<file path="config.mk">
export PLATFORM = sky130hd
export DESIGN_NAME = pipe_stage_reg
export DESIGN_NICKNAME = d
export VERILOG_FILES = /design/src/rtl/pipe_pkg.sv /design/src/rtl/pipe_entry.sv /design/src/rtl/pipe_stage_reg.sv
export SDC_FILE = /design/constraint.sdc
export NUM_CORES = 1
export LEC_CHECK = 0
export ABC_AREA = 1
export CORE_MARGIN = 2
export CORE_UTILIZATION = 52
export CTS_BUF_LIST = sky130_fd_sc_hd__clkbuf_4
export CTS_CLUSTER_DIAMETER = 100
export CTS_CLUSTER_SIZE = 20
export DETAILED_ROUTE_END_ITERATION = 8
export PLACE_DENSITY = 0.85
export SKIP_LAST_GASP = 1
export SLEW_MARGIN = 20
export SYNTH_ARGS = -nofsm -noshare
export SYNTH_HDL_FRONTEND = slang
export SYNTH_SLANG_ARGS = --single-unit
</file>
<file path="constraint.sdc">
create_clock -name CLK -period 1.5 [get_ports CLK]
set_input_delay 0.225 -clock CLK [delete_from_list [all_inputs] [get_ports CLK]]
set_output_delay 0.225 -clock CLK [all_outputs]
set_load 0.005 [all_outputs]
</file>
<file path="src/rtl/pipe_pkg.sv">
// Shared types and constants for the pipeline stage register family.
// The stall counter constants only matter when PIPE_STAGE_PERF_EN is defined.
package pipe_pkg;

  typedef enum logic [1:0] {
    ST_EMPTY = 2'd0,
    ST_ONE   = 2'd1,
    ST_FULL  = 2'd2
  } pipe_state_e;

  localparam int                     STALL_CNT_W   = 16;
  localparam logic [STALL_CNT_W-1:0] STALL_CNT_MAX = '1;

endpackage

</file>
<file path="src/rtl/pipe_entry.sv">
// One storage slot of a pipeline stage: valid flag plus payload and tag.
// Clear beats load and only drops the valid flag; payload is kept.
module pipe_entry
  import pipe_pkg::*;
#(
  parameter int DATA_W = 32,
  parameter int TAG_W  = 8
) (
  input  logic              CLK,
  input  logic              RESET_N,
  input  logic              clear,
  input  logic              load,
  input  logic [DATA_W-1:0] load_data,
  input  logic [TAG_W-1:0]  load_tag,
  output logic              valid,
  output logic [DATA_W-1:0] data,
  output logic [TAG_W-1:0]  tag
);

  always_ff @(posedge CLK) begin
    if (!RESET_N) begin
      valid <= 1'b0;
      data  <= '0;
      tag   <= '0;
    end else if (clear) begin
      valid <= 1'b0;
    end else if (load) begin
      valid <= 1'b1;
      data  <= load_data;
      tag   <= load_tag;
    end
  end

endmodule

</file>
<file path="src/rtl/pipe_stage_reg.sv">
// Pipeline stage register with valid/ready handshake, two-entry skid buffer and flush.
// Define PIPE_STAGE_PERF_EN to add the saturating stall counter (stall_cnt, perf_clr).
module pipe_stage_reg
  import pipe_pkg::*;
#(
  parameter int DATA_W = 32,
  parameter int TAG_W  = 8
) (
  input  logic              CLK,
  input  logic              RESET_N,
  input  logic              flush,
  input  logic              in_valid,
  output logic              in_ready,
  input  logic [DATA_W-1:0] in_data,
  input  logic [TAG_W-1:0]  in_tag,
  output logic              out_valid,
  input  logic              out_ready,
  output logic [DATA_W-1:0] out_data,
  output logic [TAG_W-1:0]  out_tag
`ifdef PIPE_STAGE_PERF_EN
  ,
  input  logic                   perf_clr,
  output logic [STALL_CNT_W-1:0] stall_cnt
`endif
);

  pipe_state_e       state, next_state;
  logic              in_fire, out_fire;
  logic              main_load, main_clear, main_from_skid;
  logic              skid_load, skid_clear;
  logic              skid_valid;
  logic [DATA_W-1:0] skid_data, main_load_data;
  logic [TAG_W-1:0]  skid_tag, main_load_tag;

  // Both handshake outputs come straight from entry flops, so there is no
  // combinational path from out_ready to in_ready.
  assign in_ready = ~skid_valid;
  assign in_fire  = in_valid & in_ready;
  assign out_fire = out_valid & out_ready;

  assign main_load_data = main_from_skid ? skid_data : in_data;
  assign main_load_tag  = main_from_skid ? skid_tag  : in_tag;

  always_comb begin
    next_state     = state;
    main_load      = 1'b0;
    main_clear     = 1'b0;
    main_from_skid = 1'b0;
    skid_load      = 1'b0;
    skid_clear     = 1'b0;
    if (flush) begin
      next_state = ST_EMPTY;
      main_clear = 1'b1;
      skid_clear = 1'b1;
    end else begin
      unique case (state)
        ST_EMPTY: begin
          if (in_fire) begin
            next_state = ST_ONE;
            main_load  = 1'b1;
          end
        end
        ST_ONE: begin
          if (in_fire && out_fire) begin
            main_load = 1'b1;
          end else if (in_fire) begin
            next_state = ST_FULL;
            skid_load  = 1'b1;
          end else if (out_fire) begin
            next_state = ST_EMPTY;
            main_clear = 1'b1;
          end
        end
        ST_FULL: begin
          if (out_fire) begin
            next_state     = ST_ONE;
            main_load      = 1'b1;
            main_from_skid = 1'b1;
            skid_clear     = 1'b1;
          end
        end
        default: begin
          next_state = ST_EMPTY;
          main_clear = 1'b1;
          skid_clear = 1'b1;
        end
      endcase
    end
  end

  always_ff @(posedge CLK) begin
    if (!RESET_N) begin
      state <= ST_EMPTY;
    end else begin
      state <= next_state;
    end
  end

  pipe_entry #(
    .DATA_W (DATA_W),
    .TAG_W  (TAG_W)
  ) u_main (
    .CLK       (CLK),
    .RESET_N   (RESET_N),
    .clear     (main_clear),
    .load      (main_load),
    .load_data (main_load_data),
    .load_tag  (main_load_tag),
    .valid     (out_valid),
    .data      (out_data),
    .tag       (out_tag)
  );

  pipe_entry #(
    .DATA_W (DATA_W),
    .TAG_W  (TAG_W)
  ) u_skid (
    .CLK       (CLK),
    .RESET_N   (RESET_N),
    .clear     (skid_clear),
    .load      (skid_load),
    .load_data (in_data),
    .load_tag  (in_tag),
    .valid     (skid_valid),
    .data      (skid_data),
    .tag       (skid_tag)
  );

`ifdef PIPE_STAGE_PERF_EN
  logic [STALL_CNT_W-1:0] stall_q;

  // Clear wins over a same-cycle increment; flush does not touch the count.
  always_ff @(posedge CLK) begin
    if (!RESET_N) begin
      stall_q <= '0;
    end else if (perf_clr) begin
      stall_q <= '0;
    end else if (out_valid && !out_ready && (stall_q != STALL_CNT_MAX)) begin
      stall_q <= stall_q + STALL_CNT_W'(1);
    end
  end

  assign stall_cnt = stall_q;
`else
  // Stall counter not built in this configuration.
`endif

endmodule

</file>
==> run metrics <==
Worst Hold Launch=RESET_N; critical path data arrival time=1.24 ns; min Tclk post-route=around 1.5 ns; RSZ-0062 raised after global routing=no; Overflow after GRT=0; Top delay family on crit path=buffers and inverters; syn avg cell area=6.381 sq um; FF-to-FF setup slack=roughly 0.13 ns; EDFF count, synth=0; reg2reg path depth=8; vias post-DR=roughly 4000; Die Ht=roughly 90 microns; Starting Density=0.5324; Core Region=roughly 7000 sq um; Final setup viols=0; syn_nets=647; DRC viols=0; CP endpoint kind=primary output; CTS tree=built; switching part of the total=0.2464; # nets final=731; vias in the first global route=roughly 3800; I/O pins=87; R2R Path Start=u_main.valid; Async S/R FF share, synth=0; outcome=finished, final reports clean; Yosys reg bits=84; CTS buffer count=9; Crit-path slowest cell=clkdlybuf4s50_1; Netlist Area Pre-Place=around 3800 sq um; most common cell after layout, fill and taps aside=nand2_1; Antenna Cells=0; First-pass DRT Iterations=6; max-cap check violation count=0; GP Congestion=a little under 0.8; Clock power frac=0.342; Worst Setup Path Type=register to primary output; post-DP HPWL=around 6500 microns; Critical Path Start=u_main.data[3]; number of antenna violations at the first check in global routing=0; Layout Cells excl Fill=789; Placed Cells incl. Taps=around 770; Filler Cells Inserted=just under 600; critical path depth=1; Hold Crit Class=input pin to register; register share of total power=0.510; largest net degree at the start of global routing=45; most frequent cells in the layout=nand2_1, nor2_1, nand3_1; warning count from the yosys run=0; Fmax=around 0.68 GHz; Combinational Power Share=0.148; internal cell power=3.531 mW; share of layout cells above drive strength 1=0.1435; fin crit share=0.9794; DR iter-0 viols=around 270; critical path's largest stage delay=roughly 0.49 ns; maximum vdd drop=between 0.0005 and 0.0006 V; clk sinks=84; main flop type after synthesis=dfxtp_1; Clock Tree Buf Depth=2; Vias/cell=a little over 5; Fin. Hold Viols=0; Buf+Inv Stages, Crit Path=1; Mapped Cells=approximately 600; Psw=approximately 1.2 mW; Die ar.=approximately 8100 sq um; DRT Wirelength=around 9700 microns; CP max FO=2; WP data required=between 1 and 1.5 ns; floorplan row count=31; Final TNS setup=0 ns; final setup skew=roughly 0.021 ns; first-pass GRT wire length=between 15000 and 20000 microns; critical path startpoint category=register; max-slew violations=0; clock insertion delay at the later pin of the skew report=0.44 ns; area grow syn2layout=33.65%; register area share after synthesis=0.4378; Clk Tree Root Cell=clkbuf_4; Rel. slew slack=0.7045; Least-Margin Pin Slew=0.4433 ns; H-tree levels=3; Post-CTS Hold Fix Bufs=0; crit-path cells=clkdlybuf4s50_1; CP endpoint=out_data[3]; reg2reg end=u_main.tag[5]; wire length per cell=approximately 12 microns; Worst-path clk slew=around 0.13 ns; Detail Route Antenna Nets=0; IO buf count=86; LEAKAGE=between 2 and 3 nW; GRT Overall Usage=0.2444; synth unique cells=16; die width=roughly 90 microns; Power Density=approximately 910 nW/um^2
==> power by group through the flow <==
stage               sequential [mW]  clock, mW  combinational, mW
finish                         2.39       1.60              0.694
global route                   2.40       1.72              0.776
CTS                            2.39       1.63              0.693
detailed placement             2.43          0              0.718
global placement               2.42          0              0.701
floorplan                      2.43          0              0.332
==> layout make-up <==
cell class	count	area, sq um	area share
Clock buffer	10	75.07	0.01462
Tap cell	99	123.9	0.02413
Sequential cell	84	1734	0.3378
Clock inverter	5	101.3	0.01974
Multi-Input combinational cell	427	1804	0.3515
Inverter	49	183.9	0.03583
Timing Repair Buffer	115	1111	0.2164
==> metrics by stage <==
stage | total power [mW] | setup WS [ns] | hold WS [ns] | utilization | area (sq um)
2_1_floorplan | 2.763 | 0.3045 | 0.3893 | - | 3841
3_3_place_gp | 3.124 | -0.1833 | 0.4467 | 0.6762 | 4878
3_5_place_dp | 3.146 | -0.2318 | 0.4532 | 0.6762 | 4878
4_1_cts | 4.709 | 0.0003713 | 0.2458 | 0.7057 | 5091
5_1_grt | 4.904 | 0.001497 | 0.2734 | 0.7116 | 5134
6_report | 4.686 | 0.03093 | 0.2672 | 0.7116 | 5134
==> worst min path at each step <==
stage	slack, ns	to	cells past startpoint
2_1_floorplan	0.39	u_skid.data[31]	2
3_3_place_gp	0.45	u_skid.data[28]	2
3_5_place_dp	0.45	u_skid.data[9]	2
4_1_cts	0.25	u_skid.tag[7]	3
5_1_grt	0.27	u_skid.tag[6]	3
6_report	0.27	u_skid.tag[7]	3
==> what timing repair did <==
item | 4_1_cts | 5_1_grt
pin swaps | 0 | 0
setup endpoints to repair | 40 | 55
buffers inserted | 4 | 2
resized for setup | 73 | 12
==> per-layer routing <==
layer  global-route usage  vias to the layer above  share of wire
met5                    0                        -              0
met4              0.09487                        0          0.015
met3              0.04023                       14          0.051
met2               0.4362                      123           0.51
met1               0.2949                     1845           0.42
li1                     -                     2024              -
==> cells in the mapped netlist, types with 2 or more instances <==
| library cell | instances | area share |
|---|---|---|
| nand2_1 | 207 | 0.20 |
| nor2_1 | 87 | 0.085 |
| dfxtp_1 | 84 | 0.44 |
| nand3_1 | 82 | 0.11 |
| inv_1 | 47 | 0.046 |
| a21oi_1 | 43 | 0.056 |
| buf_2 | 26 | 0.034 |
| clkbuf_1 | 12 | 0.012 |
| buf_1 | 4 | 0.0039 |
| nand2_2 | 3 | 0.0049 |
| inv_2 | 2 | 0.0020 |
==> flip-flops by register name, indices dropped and copies added, names as in the netlist <==
| register | cells |
|---|---|
| u_main.data | 32 |
| u_skid.data | 32 |
| u_main.tag | 8 |
| u_skid.tag | 8 |
| state | 2 |
| u_main.valid | 1 |
| u_skid.valid | 1 |
==> kinds of logic after synthesis <==
group / after synthesis / share of synthesized area
AND/OR/NAND/NOR: 383 / 0.4075
buffers and inverters: 91 / 0.09739
flip-flops: 84 / 0.4378
AO/OA/AOI/OAI: 44 / 0.05733
(Power assumes the default switching activity.)
==> RTL change, RTL diff (config.mk and constraints unchanged) <==
`TAG_W` is set to 8 in 2 places; all go to 6.
--- a/src/rtl/pipe_entry.sv
+++ b/src/rtl/pipe_entry.sv
@@ -5,5 +5,5 @@
 #(
   parameter int DATA_W = 32,
-  parameter int TAG_W  = 8
+  parameter int TAG_W  = 6
 ) (
   input  logic              CLK,
--- a/src/rtl/pipe_stage_reg.sv
+++ b/src/rtl/pipe_stage_reg.sv
@@ -5,5 +5,5 @@
 #(
   parameter int DATA_W = 32,
-  parameter int TAG_W  = 8
+  parameter int TAG_W  = 6
 ) (
   input  logic              CLK,
Ports: changed (resized in_tag and out_tag); port bits go from 87 to 83. The function was not compared with the original's and may differ.
==> RTL change against the original RTL <==
  * Worst setup slack better by 16 ps
  * Wire length is 11% lower
  * Clock power decreased by 33%
  * Sequential cell count is 4 lower
  * Synthesized cell count is 5.8% lower
  * Hold slack got worse by 29 ps
  * Global-route usage fell by 1.6 points
  * Cell area down 5.2%
  * Synthesized area fell by 6.1%
  * Power decreased by 14%
  * Critical path type unchanged
  * Highest routed layer unchanged
==> RTL change: results (changes against the original RTL) <==
stage;metric;value;unit;change
outcome;status;finished, final reports clean;;
sta;Final Cycle Share;96.9;%;-1.0 points
cells_and_area;Non-clock buffers;109;;-5.2%
grt;largest net degree at the start of global routing;41;;-8.9%
cells_and_area;buffering overhead;24.1;%;+2.5 points
power;Internal;2.94;mW;-17%
grt;Total GRT Usage;22.9;%;-1.6 points
critical_path;reg-to-reg startpoint;state[0]$_SDFFE_PP0P_;;
cells_and_area;multi-input combinational area share;33.9;%;-1.2 points
grt;first-pass GRT wire length;14000;um;-16%
logic_synthesis;largest cells by area after synthesis;dfxtp_1 (44%), nand2_1 (16%), nor2_1 (16%);;
power;clk pwr;1.07;mW;-33%
placement;Placed Area;4560;um^2;-6.5%
cells_and_area;fillers;542;;-8.9%
cells_and_area;inverter count;47;;-4.1%
drt;DR vias;3674;;-8.3%
cells_and_area;layout cell share with drive strength beyond 1;14.0;%;-0.30 points
critical_path;CP Launch Point;u_main.data[23]$_SDFFE_PN0P_;;
critical_path;reg2reg path depth;9;;+1
cells_and_area;multi-input gates;403;;-5.6%
power;P_leak;2.69;nW;+5.1%
placement;IO Port Bufs;82;;-4.7%
sta;worst hold margin;239;ps;-28.7 ps
drt;Post-Route WL;8610;um;-11%
placement;pre-CTS setup slack;-343;ps;-111 ps
cells_and_area;Seq cells;80;;-4.8%
drt;Iteration-0 DRC Markers;228;;-15%
power;VDD IR max;496;uV;-11%
cells_and_area;Layout Cells excl Fill;735;;-6.8%
min_path;Hold Path End;u_main.data[3]$_SDFFE_PN0P_;;
critical_path;Critical R2R Capture;u_main.tag[5]$_SDFFE_PN0P_;;
logic_synthesis;distinct cell type count after synthesis;18;;+2
logic_synthesis;Synth Net Count;610;;-5.7%
cells_and_area;multi-input logic area;1650;um^2;-8.5%
die;Tap Count;80;;-19%
grt;number of global-route vias before repair;3308;;-13%
placement;dpl hpwl;5700;um;-13%
placement;GPL Wtd Cong;0.801;;+3.2%
clock_network;worst skew pair latency;410;ps;-30 ps
critical_path;Worst Setup EP;out_data[23];;
cells_and_area;Clock buf/inv share;2.29;%;-1.1 points
cells_and_area;Seq. cell area;1650;um^2;-4.8%
drt;First-pass DRT Iterations;5;;-1
power;logic gate share of total power;16.9;%;+2.1 points
critical_path;r2r setup slk;70;ps;-60 ps
power;clock power share;26.5;%;-7.7 points
placement;Inst Count DP;712;;-7.3%
-- RTL change: cell count changes in the layout (fill, tap and decap cells not counted), moves of 3 or more --
cell / delta
dlygate4sd2_1: -23
o21ai_1: +6
o21ai_0: +32
nand3_1: -38
a21oi_1: -41
dlymetal6s2s_1: +20
bufinv_16: -3
nor2_1: +68
nand2_1: -49
buf_4: -6
-- RTL change: per-layer routing --
| metal | vias to the layer above | GRT usage, % | share of wire, % |
|---|---|---|---|
| met5 | - | 0 | 0 |
| met4 | 0 | 9.65 | 1.8 |
| met3 | 19 | 3.51 | 6.0 |
| met2 | 137 | 39.9 | 49 |
| met1 | 1632 | 28.0 | 44 |
| li1 | 1886 | - | - |
-- RTL change: cell families after synthesis --
kind of cell,after synthesis
AOI/OAI and AO/OA,42
buffers and inverters,84
DFF,80
and+or+nand+nor,361
-- RTL change: what timing repair did --
action,CTS,global route
pin swaps,0,2
hold endpoints to repair,0,0
buffers inserted,2,4
resized for setup,40,45
cloned,0,1
setup endpoints to repair,31,101
